[src/rtl/ifetch_pkg.sv]
// Shared definitions for the instruction fetch unit: address width,
// default reset PC, FSM state encoding and an alignment helper.
package ifetch_pkg;

    localparam int unsigned ADDR_W = 32'd32;

    localparam logic [ADDR_W-1:0] RESET_PC_DEFAULT = 32'h0000_0000;

    typedef enum logic [1:0] {
        REQ_S   = 2'd0,
        WAIT_S  = 2'd1,
        VALID_S = 2'd2,
        ERR_S   = 2'd3
    } fetch_state_e;

    // Word alignment: the two low address bits must be zero.
    function automatic logic is_word_aligned(input logic [ADDR_W-1:0] addr);
        return (addr[1:0] == 2'b00);
    endfunction

endpackage

[src/rtl/ifetch_unit.sv]
// Instruction fetch unit: issues one instruction-memory read at a time,
// captures the returned word and holds it for decode until the core
// supplies the next PC.
// Optional feature macro: IFETCH_MISALIGN_CHECK_EN -- when defined, a
// misaligned next PC parks the unit in ERR_S (misalign_err=1) until reset;
// when undefined the misaligned address is fetched as-is.
module ifetch_unit
    import ifetch_pkg::*;
#(
    parameter logic [ADDR_W-1:0] RESET_PC = RESET_PC_DEFAULT
) (
    input  logic              clk,
    input  logic              rst,
    input  logic [ADDR_W-1:0] npc,
    input  logic              npc_valid,
    output logic              imem_req,
    output logic [ADDR_W-1:0] imem_addr,
    input  logic              imem_gnt,
    input  logic              imem_rvalid,
    input  logic [31:0]       imem_rdata,
    output logic [ADDR_W-1:0] pc,
    output logic [31:0]       instr,
    output logic              instr_valid,
    output logic              misalign_err
);

    fetch_state_e      state_r;
    fetch_state_e      state_nxt_s;
    logic [ADDR_W-1:0] pc_r;
    logic [ADDR_W-1:0] pc_nxt_s;
    logic [31:0]       instr_r;
    logic [31:0]       instr_nxt_s;

    // Next-state, next-PC and instruction-capture decisions.
    always_comb begin
        state_nxt_s = state_r;
        pc_nxt_s    = pc_r;
        instr_nxt_s = instr_r;
        case (state_r)
            REQ_S: begin
                // rvalid here belongs to no accepted request and is dropped.
                if (imem_gnt) begin
                    state_nxt_s = WAIT_S;
                end else begin
                    state_nxt_s = REQ_S;
                end
            end
            WAIT_S: begin
                if (imem_rvalid) begin
                    instr_nxt_s = imem_rdata;
                    state_nxt_s = VALID_S;
                end else begin
                    state_nxt_s = WAIT_S;
                end
            end
            VALID_S: begin
                if (npc_valid) begin
`ifdef IFETCH_MISALIGN_CHECK_EN
                    if (!is_word_aligned(npc)) begin
                        // Keep the faulting instruction's PC visible.
                        state_nxt_s = ERR_S;
                    end else begin
                        pc_nxt_s    = npc;
                        state_nxt_s = REQ_S;
                    end
`else
                    // Address taken verbatim, including low bits.
                    pc_nxt_s    = npc;
                    state_nxt_s = REQ_S;
`endif
                end else begin
                    state_nxt_s = VALID_S;
                end
            end
            ERR_S: begin
                state_nxt_s = ERR_S;
            end
            default: begin
                state_nxt_s = REQ_S;
            end
        endcase
    end

    // State, PC and instruction registers with synchronous reset.
    always_ff @(posedge clk) begin
        if (rst) begin
            state_r <= REQ_S;
            pc_r    <= RESET_PC;
            instr_r <= 32'h0000_0000;
        end else begin
            state_r <= state_nxt_s;
            pc_r    <= pc_nxt_s;
            instr_r <= instr_nxt_s;
        end
    end

    // The request is gated by rst so it stays low for the whole reset
    // window yet rises in the very first cycle after release.
    assign imem_req    = (state_r == REQ_S) && !rst;
    assign imem_addr   = pc_r;
    assign pc          = pc_r;
    assign instr       = instr_r;
    assign instr_valid = (state_r == VALID_S);

`ifdef IFETCH_MISALIGN_CHECK_EN
    assign misalign_err = (state_r == ERR_S);
`else
    assign misalign_err = 1'b0;
`endif

endmodule

[config.mk]
export PLATFORM = sky130hd
export DESIGN_NAME = ifetch_unit
export DESIGN_NICKNAME = d
export VERILOG_FILES = /design/src/rtl/ifetch_pkg.sv /design/src/rtl/ifetch_unit.sv
export SDC_FILE = /design/constraint.sdc
export NUM_CORES = 1
export LEC_CHECK = 0
export CAP_MARGIN = 25
export CORE_MARGIN = 3
export CORE_UTILIZATION = 41
export CTS_BUF_LIST = sky130_fd_sc_hd__clkbuf_2 sky130_fd_sc_hd__clkbuf_4 sky130_fd_sc_hd__clkbuf_8
export CTS_CLUSTER_DIAMETER = 60
export DETAILED_ROUTE_END_ITERATION = 10
export GPL_TIMING_DRIVEN = 0
export PLACE_DENSITY = 0.91
export SKIP_LAST_GASP = 1
export SLEW_MARGIN = 0
export SYNTH_ARGS = -nofsm -noshare
export SYNTH_HDL_FRONTEND = slang
export SYNTH_SLANG_ARGS = --single-unit
[constraint.sdc]
create_clock -name clk -period 3.3 [get_ports clk]
set_clock_uncertainty 0.1 [all_clocks]
set_input_delay 0.825 -clock clk [delete_from_list [all_inputs] [get_ports clk]]
set_output_delay 0.825 -clock clk [all_outputs]
set_load 0.1 [all_outputs]
# Yosys cells after proc, flatten, opt, wreduce, memory -nomap -nowiden
# Cells that the tools add are included.
# totals
out_inout_bits	99
mem_bits_ro	0
latchBits	0
ram_bits	0
ff_bits	66
elab_cells	15
mem_count	0
in_bits	69
# op_classes
n_mul	0
add_sub_neg	0
n_div	0
bitwise_logic	0
n_reduce_logical	5
shift	0
n_eq_ne	3
order_cmp	0
mux	4
# ops
cell	n
2-bit case mux with 4 select lines	1
2-bit == test, second input constant	2
2-bit 2-to-1 mux	2
2-bit AND reduction	2
2-bit by 1-bit == test with 1-bit output, second input constant	1
2-bit zero test	1
1-bit logical AND	1
1-bit zero test	1
1-bit 2-to-1 mux	1

# Depth between registers and ports, before layout
# Gate-level depths: netlist of the first run.
# depth
ltp_word	2
mapped_depth	6
depth_no_buf	3

# Worst setup path before layout of the first run
# No wires, ideal clock.
# synth_timing
path_type	input to output
from	input rst
to	output imem_req
path_stages	2
arrival_time_ns	3.036
path_buffers	1
required_time_ns	2.375
setup_slack_ns	-0.661
path_cell_list	clkbuf_1 -> nor3_1
# synth_between
elab_chain_cells	2
# synth_rtl
item	line_no	text
start: declaration	ifetch_unit.sv:13	input logic rst,
1-bit zero test	ifetch_unit.sv:99	assign imem_req = (state_r == REQ_S) && !rst;
1-bit logical AND	ifetch_unit.sv:99	
end: declaration	ifetch_unit.sv:16	output logic imem_req,
# Every way passes these cells.

# Worst setup path after layout of the first run
# Ends and elaborated chain as after synthesis.

==> impl_metrics.yaml, run 1 <==
global_routing:
  overflow: 0
  grt_start_max_net_pins: 12
  antenna_found_initial: 0
  grt_pass1_wl_um: 12500
  grt_pass1_vias: 2661
  grt_usage: 0.211
power_and_ir_drop:
  combPwrFrac: 0.206
  switchingPower_uw: 622
  p_int_uw: 1620
  ir_worst_vdd_uv: 428
  clock_power_share: 0.421
  pwr-share-seq: 0.373
  swShare: 0.278
  leakagePower_uw: 0.00174
  p_per_area_nw_per_um2: 470
floorplanning:
  die_y_um: 87.6
  fp.dieW_um: 87.6
  coreArea_um2: 6390
  start_util: 0.427
  row_count: 29
  dieArea_um2: 7670
  ioPinCount: 168
synthesis:
  ys_warn_count: 0
  ys_ff_latch: 66
  yosys.area.top_type_share: 0.484
  synth_most_common_cell: "nand2_1"
  mappedNetlistNets: 397
  synth_common_cells: "129 x nand2_1, 66 x dfxtp_1, 36 x a21oi_1"
  ys.flop_type: "dfxtp_1"
  synthTopCellsByArea: "dfxtp_1 48%, nand2_1 18%, a21oi_2 9.6%"
  yosysTopAreaCell: "dfxtp_1"
  synth_area_um2: 2730
  ys_types: 18
  synthArstFlopShare: 0
  synth_edf_count: 0
  syn_inst: 328
  ys_seq_area_frac: 0.484
  syn_area_per_cell_um2: 8.32
place:
  placed_cell_area_um2: 4480
  port_buffers: 165
  place_congestion: 0.785
  post-place-cells: 570
  dpl.hpwl_um: 6420
worst_setup_path:
  worstSetupPathType: "in2out"
  crit_slowest_cell: "dlygate4sd2_1"
  worstPathMaxFanout: 10
  crit_chain: "clkbuf_1, nor3_2, dlygate4sd2_1"
  crit_required_ns: 2.37
  r2r_start: "state_r[0]"
  startpoint: "rst"
  critical_path.startpoint_type: "primary input"
  path_buf_inv: 2
  end_kind: "output pin"
  slowest_delay_ns: 0.90
  crit_arrival_ns: 2.15
  critPathTopFamily: "buffers and inverters"
cells_and_area:
  layout-drive-gt1-share: 0.194
  nets: 573
  area_growth_pct: 74.7
  stdcell_count: 586
  fin_util: 0.746
  fill_cells: 440
  diodes: 0
  final_area_um2: 4760
status:
  status: "complete, no violations"
timing:
  worst_slew_pin_slew_ns: 1.02
  slew_headroom: 0.318
  finalCritPeriodShare: 0.932
  finalMaxSlewViolations: 0
  rsz0062_at_grt: "false"
  period_needed_ns: 3.07
  whs_ns: 0.358
  fmax_mhz: 325
  hold_violations: 0
  setup_viol: 0
cts:
  cts_setup_buffers: 0
  clkTransAtPathRegs_ns: 0.07
  cts_made_buffers: 9
  post_cts_resized: 1
  htreeDepth: 3
  clock_sinks: 66
  hold_buffers: 0
  cts_root_buf: "clkbuf_8"
  cts_max_path_buffers: 2
  tritoncts: "done"
  clk_latency_ns: 0.33
drt:
  routed_wl_um: 8260
  drt_iter0_drc: 67
  vias_per_cell: 4.73
  ant_nets: 0
  dr.pass1.iters: 5
  routed-via-count: 2774
  drc: 0
  post_drt_wl_per_cell_um: 14.1
job:
  drv_cap: 0
worst_hold_path:
  min_path_type: "reg2reg"
  hold_start: "instr[2]"
==> power by group through the flow <==
stage	logic (µW)	registers, µW	clock network (µW)
finish	461	835	943
global route	480	838	992
CTS	463	835	956
detailed placement	461	853	0
global placement	457	851	0
floorplan	151	1000	0
==> tightest hold or removal path, stage by stage (launching register included) <==
cell and delay (ns):
dfxtp_1 0.31, nand2_1 0.05, a21oi_1 0.05
==> registers in the layout, summed over array words and instances, names as in the netlist <==
register   flops
imem_addr     32
state_r        2
instr         32
==> path summary, 6_finish.rpt <==
kind                                     end  slack, ns  depth (start not counted)
worst max-delay path                imem_req       0.23                          3
worst max register to register  imem_addr[9]       1.95                          5
worst min register to register      instr[2]       0.36                          2
worst min-delay path                instr[2]       0.36                          2
==> placed cells by master, fill, tap and decap left out, types with 4 or more instances in the layout <==
master and instances:
nand2_1 129, buf_4 33, bufinv_16 4, buf_2 10
a21oi_1 36, clkbuf_1 4, clkbuf_8 12, dfxtp_1 66
buf_6 8, a21oi_2 30, clkdlybuf4s50_1 164
==> layer usage <==
layer / wire length (µm) / global-route usage / vias up
met4: 82 / 0.0711 / 0
met2: 4050 / 0.373 / 134
met3: 964 / 0.0903 / 9
met1: 3170 / 0.225 / 1269
met5: 0 / 0 / -
li1: - / - / 1362
==> kinds of logic (layout without fill, tap and decap cells) <==
family                 after synthesis  after routing  synth area share
buffers and inverters               56            237             0.149
AO/OA/AOI/OAI                       68             68             0.166
AND/OR/NAND/NOR                    137            137             0.199
flip-flops                          66             66             0.484
other                                1              1           0.00137
==> area by class of cell <==
cell class / instances / area, µm² / area share
plain buffers: 55 / 403 / 0.0846
clock buffers: 12 / 165 / 0.0347
clock inverters: 4 / 120 / 0.0252
inverters: 1 / 3.75 / 0.000788
multi-input cells: 206 / 1000 / 0.211
flip-flops and latches: 66 / 1320 / 0.277
well taps: 77 / 96.3 / 0.0202
repair buffers: 165 / 1650 / 0.346
==> through the flow <==
stage	power (µW)	setup slack, ns	TNS [ns]
after detailed placement	1310	-0.0747	-0.0747
after global routing	2310	0.174	0
after global placement	1310	-0.0771	-0.0771
after floorplan	1160	0.194	0
after CTS	2250	0.213	0
final	2240	0.226	0
Note: power is estimated with default switching activity, not from simulation.
==> inputs of run 2 (changes only) <==
CORE_UTILIZATION = 38   (was 41)
GPL_TIMING_DRIVEN = default   (was 0)
PLACE_DENSITY = 0.85   (was 0.91)
clock period = 3 ns   (was 3.3 ns; I/O delays follow)
==> run 2 against run 1 <==
Compared with the run above:
- setup slack better by 0.61 ns
- clock-buffer cell count stayed put
- total power is 0.72% higher
- clock power is 8.5% lower
- via count is 8.7% lower
- critical endpoint is now instr_valid
- largest power group is now sequential cells
==> impl_metrics.yaml, run 2 (synthesis results as in run 1) <==
global_routing:
  grt_pass1_vias: 2390
  grt_usage: 0.176
  antenna_found_initial: 0
  grt_pass1_wl_um: 11700
  grt_start_max_net_pins: 67
  overflow: 0
cts:
  cts_made_buffers: 9
  cts_root_buf: "clkbuf_8"
  clk_latency_ns: 0.32
  hold_buffers: 0
  cts_setup_buffers: 0
  post_cts_resized: 0
  clkTransAtPathRegs_ns: 0.07
  tritoncts: "done"
  htreeDepth: 3
  clock_sinks: 66
  cts_max_path_buffers: 2
worst_setup_path:
  crit_arrival_ns: 1.31
  worstPathMaxFanout: 10
  end_kind: "output pin"
  crit_chain: "and2b_1, buf_4"
  crit_required_ns: 2.15
  critical_path.startpoint_type: "register"
  worstSetupPathType: "reg2out"
  slowest_delay_ns: 0.50
  critPathTopFamily: "flip-flops"
  path_buf_inv: 1
  crit_slowest_cell: "dfxtp_1"
place:
  port_buffers: 166
  dpl.hpwl_um: 5400
  place_congestion: 0.726
cells_and_area:
  diodes: 0
  layout-drive-gt1-share: 0.329
  area_growth_pct: 51.8
  final_common_cell: "nand2_1"
  nets: 523
  mostFrequentLayoutCells: "129 x nand2_1, 101 x buf_4, 67 x clkdlybuf4s50_1, 66 x dfxtp_1, 36 x a21oi_1"
timing:
  fmax_mhz: 463
  slew_headroom: 0.424
  hold_violations: 0
  tns_ns: 0
  worst_slew_pin_slew_ns: 0.864
  finalMaxSlewViolations: 0
  finalCritPeriodShare: 0.721
  rsz0062_at_grt: "false"
  whs_ns: 0.354
  period_needed_ns: 2.16
  setup_viol: 0
power_and_ir_drop:
  p_int_uw: 1580
  p_per_area_nw_per_um2: 544
  switchingPower_uw: 673
  leakagePower_uw: 0.00167
  combPwrFrac: 0.209
  ir_worst_vdd_uv: 283
  clock_power_share: 0.383
  pwr-share-seq: 0.408
  swShare: 0.299
floorplanning:
  die_y_um: 90.7
  ioPinCount: 168
  fp.dieW_um: 90.7
  start_util: 0.397
  row_count: 30
  dieArea_um2: 8230
  coreArea_um2: 6870
job:
  drv_cap: 0
drt:
  drt_iter0_drc: 80
  dr.pass1.iters: 4
  ant_nets: 0
  post_drt_wl_per_cell_um: 13.4
  drc: 0
  routed-via-count: 2532
  vias_per_cell: 4.56
  routed_wl_um: 7420
worst_hold_path:
  min_path_type: "reg2reg"
status:
  status: "complete, no violations"
run 2: cell types whose count changed in the layout (fill, tap and decap cells not counted), moves of 2 or more:
cell and change:
clkdlybuf4s50_1 -97, buf_6 -8, buf_4 +68, clkbuf_1 -4, buf_2 -9, bufinv_16 -2
run 2: layout make-up:
type / instances / area [µm²]
inverter: 1 / 3.75
clock inverter: 4 / 72.6
fill: 641 / 2730
timing repair buffer: 170 / 1450
multi-input combinational: 206 / 1000
sequential: 66 / 1320
clock buffer: 12 / 165
tap: 96 / 120
run 2: power by group through the flow:
stage,combinational (µW),sequential (µW),clock [µW]
2_1_floorplan,167,1100,0
3_3_place_gp,471,938,0
3_5_place_dp,474,940,0
4_1_cts,475,920,883
5_1_grt,492,923,929
6_report,472,920,863
run 2: tightest hold or removal path, stage by stage (launching register included):
cell and delay, ns:
dfxtp_1 0.31, nand2_1 0.05, a21oi_1 0.05
run 2: path summary, 6_finish.rpt:
kind              slack [ns]  startpoint       endpoint  cells past startpoint
setup / recovery        0.84  state_r[1]    instr_valid                      2
hold / removal          0.35   instr[13]      instr[13]                      2
setup reg to reg        1.32  state_r[1]  imem_addr[19]                      3
hold reg to reg         0.35   instr[13]      instr[13]                      2
run 2: through the flow:
step | util | cell area (µm²) | power [µW] | instances | setup WS, ns
6_report | 0.603 | 4140 | 2250 | 555 | 0.838
3_5_place_dp | 0.568 | 3900 | 1410 | 539 | 0.581
4_1_cts | 0.603 | 4140 | 2280 | 555 | 0.818
5_1_grt | 0.603 | 4140 | 2340 | 555 | 0.780
3_3_place_gp | 0.568 | 3900 | 1410 | 539 | 0.645
2_1_floorplan | - | 2730 | 1270 | 328 | 0.0437
run 2: metal layers:
| metal | routed length, µm | track usage | vias to the layer above |
|---|---|---|---|
| li1 | - | - | 1260 |
| met1 | 2950 | 0.198 | 1147 |
| met2 | 3670 | 0.301 | 111 |
| met3 | 639 | 0.0633 | 14 |
| met4 | 154 | 0.0727 | 0 |
| met5 | 0 | 0 | - |
==> RTL edit 1: new RTL, flow settings as in run 2 <==
Change the package constant `ADDR_W` from 32'd32 to 32'd28.
--- a/src/rtl/ifetch_pkg.sv
+++ b/src/rtl/ifetch_pkg.sv
@@ -2,7 +2,7 @@
 // default reset PC, FSM state encoding and an alignment helper.
 package ifetch_pkg;
 
-    localparam int unsigned ADDR_W = 32'd32;
+    localparam int unsigned ADDR_W = 32'd28;
 
     localparam logic [ADDR_W-1:0] RESET_PC_DEFAULT = 32'h0000_0000;
 
Interface: changed (resized imem_addr, npc and pc); port bits go from 168 to 156. The function was not compared with the original's and may differ.
==> RTL edit 1 against run 2 <==
  * Wire length shrank 12%
  * First-iteration DRC count down 34%
  * Sequential cell count is 4 lower
  * Clock power down 8.8%
  * Power shrank 6.9%
  * Setup slack got worse by 0.0021 ns
  * Cell area shrank 7.5%
  * Synthesized area fell by 7.6%
  * Die area decreased by 7.1%
  * Via count shrank 5.3%
  * Count of clock-buffer cells in the layout up 2
  * Largest power group unchanged
  * Highest routed layer unchanged
==> RTL edit 1: results (changes against run 2) <==
[status]
status = completed

[clock_tree]
cts_made_buffers = 9  ; unchanged
ctsResizeCount = 0  ; unchanged
clock_latency_ns = 0.32  ; about the same
cts_setup_buffers = 0  ; unchanged
cts.clk_slew.worst_paths_ns = 0.07  ; about the same
clock_path_buffers = 2  ; unchanged

[yosys]
synth_nets = 371  ; -6.5%
yosysSeqAreaShare_pct = 49.3  ; +0.81 points
syn_area_per_cell_sq_um = 8.24  ; -0.97%
synth-async-reset-ratio_pct = 0  ; unchanged
ys.warnings.count = 0  ; unchanged
synthTopCellsByArea = dfxtp_1 49%, nand2_1 18%, buf_4 9.2%
synth_commonest_cells = 121 x nand2_1, 62 x dfxtp_1, 46 x a21oi_1

[worst_hold_path]
min_to = instr[24]
hold_path.startpoint = instr[24]
holdPathStages = 2  ; unchanged
hold_class = reg -> reg

[critical_path]
slowest_stage = dfxtp_1
reg2reg_from = state_r[1]
r2r_slack_ns = 1.55  ; +0.23 ns
worstPathArrival_ns = 1.31  ; about the same
worstRegToRegCells = 4  ; +1
crit_fanout = 10  ; unchanged
reg2reg_to = instr[15]
max_stage_delay_ns = 0.52  ; +0.02 ns

[final_layout]
drive_gt1_share_pct = 30.2  ; -2.7 points
n_fill_cell = 569  ; -11%
largest_register_ffs = 32
fin_cells = 508  ; -8.5%
diodes = 0  ; unchanged

[global_routing]
grt_max_degree = 63  ; -6.0%
grt_pass1_vias = 2295  ; -4.0%
grtUsageTotal_pct = 16.5  ; -1.1 points
antenna_found_initial = 0  ; unchanged
grt_pass1_wl_mm = 10.1  ; -14%

[power]
vdd_drop_max_mv = 0.285  ; +0.40%
p_int_mw = 1.47  ; -7.0%
leakagePower_nw = 1.58  ; -5.4%

[place]
dpl_cell_area_sq_um = 3610  ; -7.6%
dp.cells = 492  ; -8.7%
dp_hpwl_mm = 4.73  ; -12%
gp_congestion = 0.710  ; -2.2%
pre_cts_ws_ns = 0.808  ; +0.227 ns
io_buffers = 154  ; -7.2%

[detailed_routing]
drt-total-wl_mm = 6.50  ; -12%
vias = 2397  ; -5.3%
drt_iter0_drc = 53  ; -34%
dr.pass1.iters = 4  ; unchanged

[timing]
finalHoldWorstSlack_ns = 0.355  ; +0.000694 ns
worst_slew_pin_slew_ns = 0.734  ; -0.130 ns

RTL edit 1: changes by cell type after synthesis, moves of 2 or more:
cell / delta
a21oi_1: +10
dfxtp_1: -4
buf_4: -2
a21oi_2: -14
nand2_1: -8
buf_2: -5
RTL edit 1: worst max-delay path, delay by kind of cell (launching register included):
kind / cells / cell delay (ns)
flip-flops: 1 / 0.52
buffers and inverters: 1 / 0.28
AND/OR/NAND/NOR: 1 / 0.20
RTL edit 1: logic make-up after synthesis:
logic type / share of synthesized area, %
simple gates: 20.8
compound gates: 15.1
flops: 49.3
buf+inv: 14.7
other cells: 0.149
RTL edit 1: metal layers:
layer	global-route usage [%]	wire length [um]	vias to the layer above
met5	0	0	-
met2	29.9	3240	114
met4	6.28	48	0
li1	-	-	1178
met1	16.9	2400	1098
met3	6.43	814	7
RTL edit 1: cell type report:
class | instances | area [sq um] | share of cell area (%)
Clock inverter | 2 | 37.5 | 0.979
Multi-Input combinational cell | 194 | 913 | 23.8
Tap cell | 77 | 96.3 | 2.51
Clock buffer | 14 | 186 | 4.86
Sequential cell | 62 | 1240 | 32.4
Timing Repair Buffer | 158 | 1350 | 35.3
Inverter | 1 | 3.75 | 0.0979
RTL edit 1: worst max-delay path by stage:
stage | from | end | slack, ns | cells after the start
2_1_floorplan | rst | imem_req | 0.06 | 2
3_3_place_gp | imem_rvalid | instr[27] | 0.86 | 5
3_5_place_dp | imem_rvalid | instr[14] | 0.81 | 5
4_1_cts | state_r[1] | instr_valid | 0.79 | 2
5_1_grt | state_r[1] | instr_valid | 0.73 | 2
6_report | state_r[1] | instr_valid | 0.84 | 2
RTL edit 1: power groups by stage:
stage	sequential, mW	combinational, mW	clock (mW)
floorplan	1.04	0.155	0
global placement	0.882	0.445	0
detailed placement	0.884	0.448	0
CTS	0.866	0.449	0.813
global route	0.869	0.466	0.841
finish	0.865	0.446	0.787
==> RTL edit 2: new RTL, settings of run 2 <==
Made on the original files. Reset style: asynchronous (`rst`), changed in one clocked block. Comments in the files are not updated.
--- a/src/rtl/ifetch_unit.sv
+++ b/src/rtl/ifetch_unit.sv
@@ -82,7 +82,7 @@
     end
 
     // State, PC and instruction registers with synchronous reset.
-    always_ff @(posedge clk) begin
+    always_ff @(posedge clk or posedge rst) begin
         if (rst) begin
             state_r <= REQ_S;
             pc_r    <= RESET_PC;
Function: differs if rst is asserted again (counterexample within 4 cycles, from zero or initial values and one cycle with rst high); with rst held inactive, the same outputs for 10 cycles.
==> RTL edit 2 against run 2 <==
  * Utilization up 0.11 points
  * Maximum frequency down 14%
  * Highest routed layer unchanged
  * Cell area up 9.2%
  * Synthesized area up 11%
  * Wire length down 10%
  * Setup slack worse by 0.34 ns
  * Sequential cell count unchanged
  * Register-to-register slack worse by 0.09 ns
Power is not shown: default switching activity piles up to over one toggle a cycle in this logic, so the estimate is an artifact.
==> RTL edit 2: results (changes against run 2) <==
[final_layout]
drive_gt1_share_pct = 56.4  ; +24 points
nets = 390  ; -25%

[global_routing]
grt_max_degree = 39  ; -42%
gr-usage-met2_pct = 25.0  ; -5.1 points
met3_usage_pct = 6.16  ; -0.18 points

[critical_path]
worstRegToRegCells = 2  ; -1
endpoint = imem_req
reg2reg_to = instr[23]
crit_fanout = 2  ; -8
reg2reg_from = state_r[1]
r2r_slack_ns = 1.23  ; -0.09 ns
max_stage_delay_ns = 0.47  ; -0.03 ns

[detailed_routing]
wl_met2_mm = 3.25  ; -12%
wl_met1_mm = 2.60  ; -12%
drt-total-wl_mm = 6.64  ; -10%
met3WireLength_um = 707  ; +11%
vias = 1907  ; -25%

[place]
pre_cts_ws_ns = 0.438  ; -0.144 ns
dpl_cell_area_sq_um = 4280  ; +9.7%
dp_hpwl_mm = 5.14  ; -4.8%
gp_congestion = 0.684  ; -5.8%

[yosys]
synthTopCellsByArea = dfrtp_1 55%, mux2_4 30%, buf_4 8.2%
ys.flop_type = dfrtp_1
synth_commonest_cells = 66 x dfrtp_1, 60 x mux2_4, 33 x buf_4
yosysUniqueCellTypes = 13  ; -5

[status]
status = completed

[timing]
fmax_mhz = 399  ; -14%
relSlewSlack_pct = 59.3  ; +17 points

## RTL edit 2: cell count changes in the layout (fill, tap and decap cells not counted), moves of 2 or more
cell / before / now
mux2_4: 0 / 60
buf_4: 101 / 97
and3b_1: 2 / 0
nand3b_4: 0 / 2
a21oi_2: 30 / 0
mux2_2: 0 / 4
nand2_1: 129 / 0
dfrtp_1: 0 / 66
a21oi_1: 36 / 0
dfxtp_1: 66 / 0
buf_12: 1 / 3
## RTL edit 2: final cells by class
class	instances	area, sq um
Timing Repair Buffer	168	1470
Clock inverter	4	72.6
Clock buffer	12	165
Multi-Input combinational cell	74	1030
Inverter	2	7.51
Fill cell	569	2960
Sequential cell	66	1650
Tap cell	99	124
## RTL edit 2: critical path: cells and delay by family
family	cells	cell delay (ns)
AND/OR/NAND/NOR	1	0.22
buffers and inverters	2	0.68
## RTL edit 2: how the worst min path moves through the flow
stage / start / endpoint / cells past startpoint
3_3_place_gp: instr[23] / instr[23] / 1
3_5_place_dp: instr[11] / instr[11] / 1
5_1_grt: instr[20] / instr[20] / 1
6_report: instr[5] / instr[5] / 1
2_1_floorplan: state_r[1] / state_r[1] / 2
4_1_cts: instr[5] / instr[5] / 1
## RTL edit 2: stage by stage
stage	cells	utilization, %
3_5_place_dp	409	57.2
4_1_cts	425	60.4
2_1_floorplan	181	-
6_report	425	60.4
5_1_grt	425	60.4
3_3_place_gp	409	57.2
## RTL edit 2: cell families (layout without fill, tap and decap cells)
group,after synthesis,in the layout,share of synthesized area [%]
AO/OA/AOI/OAI,3,3,0.621
AND/OR/NAND/NOR,6,6,1.94
other,1,1,0.124
buffers and inverters,41,186,11.4
flip-flops,66,66,54.6
multiplexers,64,64,31.3
